`src/rtl/uart_rx.sv`:
```
// UART receiver: 8 data bits MSB first, one stop bit, CLKS_PER_BIT clocks per bit.
// One-entry output register with a valid/ready handshake plus framing-error and overrun pulses.
module uart_rx #(
  parameter int unsigned CLKS_PER_BIT = 1
) (
  input  logic       CLK,
  input  logic       RESET,
  input  logic       rx,
  output logic [7:0] data,
  output logic       valid,
  input  logic       ready,
  output logic       framing_error,
  output logic       overrun
);

  localparam int unsigned Half       = (CLKS_PER_BIT - 1) / 2;
  localparam logic [15:0] BitReload  = 16'(CLKS_PER_BIT - 1);
  localparam logic [15:0] HalfReload = (Half > 0) ? 16'(Half - 1) : 16'd0;

  typedef enum logic [2:0] {StIdle, StStart, StData, StStop, StBreak} state_e;

  state_e      state_q, state_d;
  logic        rx_meta_q, rx_s_q;
  logic [15:0] cnt_q, cnt_d;
  logic [2:0]  bit_cnt_q, bit_cnt_d;
  logic [7:0]  shift_q, shift_d;
  logic [7:0]  data_q, data_d;
  logic        valid_q, valid_d;
  logic        fe_q, fe_d;
  logic        ov_q, ov_d;

  always_comb begin
    state_d   = state_q;
    cnt_d     = cnt_q;
    bit_cnt_d = bit_cnt_q;
    shift_d   = shift_q;
    data_d    = data_q;
    valid_d   = valid_q;
    fe_d      = 1'b0;
    ov_d      = 1'b0;

    if (valid_q && ready) begin
      valid_d = 1'b0;
    end

    case (state_q)
      StIdle: begin
        if (!rx_s_q) begin
          // With no half-bit delay the detection cycle doubles as the start verify.
          if (Half == 0) begin
            state_d   = StData;
            cnt_d     = BitReload;
            bit_cnt_d = 3'd0;
          end else begin
            state_d = StStart;
            cnt_d   = HalfReload;
          end
        end
      end
      StStart: begin
        if (cnt_q == 16'd0) begin
          if (rx_s_q) begin
            state_d = StIdle;
          end else begin
            state_d   = StData;
            cnt_d     = BitReload;
            bit_cnt_d = 3'd0;
          end
        end else begin
          cnt_d = cnt_q - 16'd1;
        end
      end
      StData: begin
        if (cnt_q == 16'd0) begin
          shift_d   = {shift_q[6:0], rx_s_q};
          cnt_d     = BitReload;
          bit_cnt_d = bit_cnt_q + 3'd1;
          if (bit_cnt_q == 3'd7) begin
            state_d = StStop;
          end
        end else begin
          cnt_d = cnt_q - 16'd1;
        end
      end
      StStop: begin
        if (cnt_q == 16'd0) begin
          if (rx_s_q) begin
            state_d = StIdle;
            // A same-cycle handshake frees the slot for the new byte.
            if (!valid_q || ready) begin
              data_d  = shift_q;
              valid_d = 1'b1;
            end else begin
              ov_d = 1'b1;
            end
          end else begin
            fe_d    = 1'b1;
            state_d = StBreak;
          end
        end else begin
          cnt_d = cnt_q - 16'd1;
        end
      end
      StBreak: begin
        if (rx_s_q) begin
          state_d = StIdle;
        end
      end
      default: state_d = StIdle;
    endcase
  end

  always_ff @(posedge CLK) begin
    if (RESET) begin
      rx_meta_q <= 1'b1;
      rx_s_q    <= 1'b1;
      state_q   <= StIdle;
      cnt_q     <= 16'd0;
      bit_cnt_q <= 3'd0;
      shift_q   <= 8'h00;
      data_q    <= 8'h00;
      valid_q   <= 1'b0;
      fe_q      <= 1'b0;
      ov_q      <= 1'b0;
    end else begin
      rx_meta_q <= rx;
      rx_s_q    <= rx_meta_q;
      state_q   <= state_d;
      cnt_q     <= cnt_d;
      bit_cnt_q <= bit_cnt_d;
      shift_q   <= shift_d;
      data_q    <= data_d;
      valid_q   <= valid_d;
      fe_q      <= fe_d;
      ov_q      <= ov_d;
    end
  end

  assign data          = data_q;
  assign valid         = valid_q;
  assign framing_error = fe_q;
  assign overrun       = ov_q;

endmodule

```
`config.mk`:
```
export PLATFORM = sky130hd
export DESIGN_NAME = uart_rx
export DESIGN_NICKNAME = d
export VERILOG_FILES = /design/src/rtl/uart_rx.sv
export SDC_FILE = /design/constraint.sdc
export NUM_CORES = 1
export LEC_CHECK = 0
export CORE_MARGIN = 1
export CORE_UTILIZATION = 48
export CTS_CLUSTER_DIAMETER = 50
export DETAILED_ROUTE_END_ITERATION = 16
export DONT_BUFFER_PORTS = 1
export SKIP_CTS_REPAIR_TIMING = 1
export SYNTH_ARGS = -nofsm -noshare
export SYNTH_HDL_FRONTEND = slang
export SYNTH_SLANG_ARGS = --single-unit
```
`constraint.sdc`:
```
create_clock -name CLK -period 2.5 [get_ports CLK]
set_clock_uncertainty 0.05 [all_clocks]
set_input_delay 0.75 -clock CLK [delete_from_list [all_inputs] [get_ports CLK]]
set_output_delay 0.75 -clock CLK [all_outputs]
set_load 0.05 [all_outputs]
```
# Word-level counts from Yosys, hierarchy flattened
# Cells that the tools add are included.
# word_totals
regBits	43
latchBits	0
ramBits	0
mem_bits_ro	0
inputBits	4
output_inout_bits	11
word_cells	66
memories	0
# classes
add_sub_neg	2
n_mul	0
n_div	0
order_cmp	0
eq_ne	12
shifts	0
mux	25
bitwise_logic	3
reduce_logical	14
# op_table
op	count
16-bit 2-to-1 mux	4
16-bit case mux with 4 select lines	1
3-bit 2-to-1 mux	10
16-bit logical NOT	1
16-bit by 1-bit subtractor with 16-bit output (second input constant)	1
3-bit case mux with 5 select lines	1
2-bit != test (second input constant)	7
3-bit case mux with 3 select lines	1
1-bit 2-to-1 mux	7
3-bit by 2-bit == test with 1-bit output (second input constant)	2
3-bit == test (second input constant)	2
6-bit AND reduction	1
2-bit AND reduction	2
4-bit AND reduction	1
4-bit nonzero test	1
4-bit OR reduction	1
3-bit by 1-bit adder with 3-bit output (second input constant)	1
3-bit by 1-bit == test with 1-bit output (second input constant)	1
3-bit logical NOT	1
1-bit NOT	3
3-bit AND reduction	1
3-bit nonzero test	1
3-bit OR reduction	1
2-bit 2-to-1 mux	1
other kinds (3)	3

# Depth between registers and ports, before layout
# depth
word_depth	6
ltp_mapped	8

# Worst setup path after synthesis
# Ideal clock, no wire load.
# synth_path
path_kind	input -> register
from	input RESET
to	register cnt_q[12]
setup_time_ns	0.143
t_arrival_ns	1.786
required_ns	2.307
path_slack_ns	0.522
cell_stages	7
n_path_buf	2
path_cell_list	clkbuf_1 inv_1 o2111ai_1 o22ai_2 buf_4 o21ai_0 o41ai_1
# synth_lines
element	line	source
start: declaration	7	input logic RESET,
end signal: assignment	129	cnt_q <= cnt_d;
end: declaration	24	logic [15:0] cnt_q, cnt_d;

# Worst setup path in the final report
# layout_path
from	register cnt_q[0]
to	register shift_q[2]
# layout_between
elab_chain_cells	2
# layout_lines
element	line	source
16-bit logical NOT	74	if (cnt_q == 16'd0) begin
2-bit AND reduction (no line)	--	
end signal: assignment	131	shift_q <= shift_d;
end: declaration	26	logic [7:0] shift_q, shift_d;
# Every way passes these cells.
# A chain may end at the register's enable or synchronous reset.

==> reports/qor.csv <==
metric,value,unit
setup_viol,0,
vias,1568,
power_density,1225,mW/mm^2
peakVddDrop,0.5459,mV
ys_ff_latch,43,
placed_area,0.002002,sq mm
arrival,2.43,ns
start_util,51.63,%
clkSlewWorstSetupHoldPaths,0.08,ns
finalCriticalPeriod,2.286,ns
place_congestion,0.8558,
path_class,reg2reg,
most-common-layout-cells,"43 x dfxtp_1, 29 x nor2_1, 20 x nand2_1",
synth.avg_cell_area,8.931,sq um
drive_gt1_share,12.27,%
clockBufferDepth,2,
wirelength,3.938,mm
slew_headroom,65.15,%
fillers,314,
drv_slew,0,
drtIter0Drc,77,
mappedNetlistArea,0.001947,sq mm
yosys-top-cells-area,"dfxtp_1 44%, mux2i_1 8.7%, nor2_1 5.6%",
viasPerCell,5.851,
drv_cap,0,
end_kind,register,
drc,0,
antenna_found_initial,0,
tns,0,ns
worst_slack,0.2141,ns
synth-main-ff-cell,dfxtp_1,
ant_nets,0,
critPathRequiredTime,2.65,ns
overflow,0,
critPathLaunchType,register,
crit_path_max_fanout,8,
io_pins,15,
diodes,0,
syn2layout_area_growth,9.640,%
status,"complete, no violations",
period_share,91.43,%
portBuffers,0,
rsz0062_at_grt,false,
root_buffer,clkbuf_8,
synth.distinct_cells,47,
worst_slew_pin_slew,0.5220,ns
clock.fmax,0.4375,GHz
finalNonFillerCells,268,
fp.dieW,65.69,um
wire_per_inst,14.69,um
leakage,0.0008561,uW
post-synth-top-area-cell,dfxtp_1,
dr.pass1.iters,4,
synth-async-reset-ratio,0,%
hpwl,2.740,mm
grt_pass1_vias,1430,
final_cell_area,0.002135,sq mm
die_h,65.69,um
insertion_delay,0.30,ns
power.total,2614,uW
cts_buffers,5,
regArea,860.8,sq um
synth_top_area_share,44.22,%
grt_pass1_wl,6.665,mm
ys_seq_area_share,44.22,%
nNetsFinal,226,
finalHoldViolations,0,
syn-num-nets,225,
grt.total_usage,20.55,%
design.die.area,0.004315,sq mm
mostFrequentLayoutCell,dfxtp_1,
post-place-ws,0.2449,ns
multi_input_comb_area,0.001021,sq mm
coreArea,0.003771,sq mm
htreeDepth,2,
rows,22,
grt_max_degree,30,
synthCells,218,
dp_cells,260,
ys_warn_count,0,
holdCritPathClass,reg2reg,
cts_tree,built,
cts_sinks,43,
synth_edf_count,0,
## layout make-up
type,count,area share (%)
multi-input combinational,159,47.83
sequential,43,40.33
clock buffer,6,3.400
clock inverter,2,2.814
tap,48,2.814
timing repair buffer,6,2.110
inverter,4,0.7034
## final timing paths
check | depth (start not counted) | endpoint | slack, ns | from
max | 7 | shift_q[2] | 0.21 | cnt_q[0]
min | 1 | rx_s_q | 0.38 | rx_meta_q
max reg2reg | 7 | shift_q[2] | 0.21 | cnt_q[0]
min reg2reg | 1 | rx_s_q | 0.38 | rx_meta_q
## Yosys cell counts, drive strengths merged, types with 3 or more instances
library cell  number
buf                5
clkbuf             7
or4                6
or3                7
nand3             15
o21ai              8
dfxtp             43
o211ai             3
a211oi             3
nand2             20
mux2i             17
nor3               8
inv                4
nor2              30
ha                 3
a21oi              5
nand4              3
## cell families after synthesis
group	synth area share (%)
muxes	9.319
and+or+nand+nor	27.38
DFF	44.22
xor gates and xnor gates	0.4500
buffers and inverters	3.663
AOI/OAI and AO/OA	13.05
adders and majority gates	1.928
## critical path: stages (launching register included)
cell and delay, ns:
dfxtp_1 0.34, inv_1 0.07, ha_1 0.19, nor3b_2 0.31
nand4_2 0.28, or3_1 0.65, mux2i_1 0.25, nor2_1 0.05
## power breakdown
group | total [uW] | switching [uW] | internal [uW]
Sequential | 839 | 84.5 | 754
Clock | 642 | 242 | 399
Combinational | 1130 | 715 | 419
Total | 2610 | 1040 | 1570
## flip-flops by register name (all words and copies together) (netlist names)
register	count
cnt_q	16
data	8
shift_q	8
bit_cnt_q	3
state_q	3
framing_error	1
overrun	1
rx_meta_q	1
rx_s_q	1
valid	1
## metrics by stage
stage / hold slack (ns) / utilization (%)
after detailed placement: 0.3598 / 53.09
after CTS: 0.3893 / 56.60
after global placement: 0.3541 / 53.09
after global routing: 0.3926 / 56.60
after floorplan: 0.3395 / -
final: 0.3813 / 56.60
## layer usage
| metal | up-vias | share of wire (%) | global-route usage [%] | wire, um |
|---|---|---|---|---|
| met2 | 23 | 43 | 29.21 | 1698 |
| met4 | 0 | 1.3 | 6.522 | 52 |
| li1 | 792 | - | - | - |
| met1 | 747 | 52 | 29.14 | 2048 |
| met5 | - | 0 | 0 | 0 |
| met3 | 6 | 3.5 | 6.424 | 139 |
(Power assumes the default switching activity.)
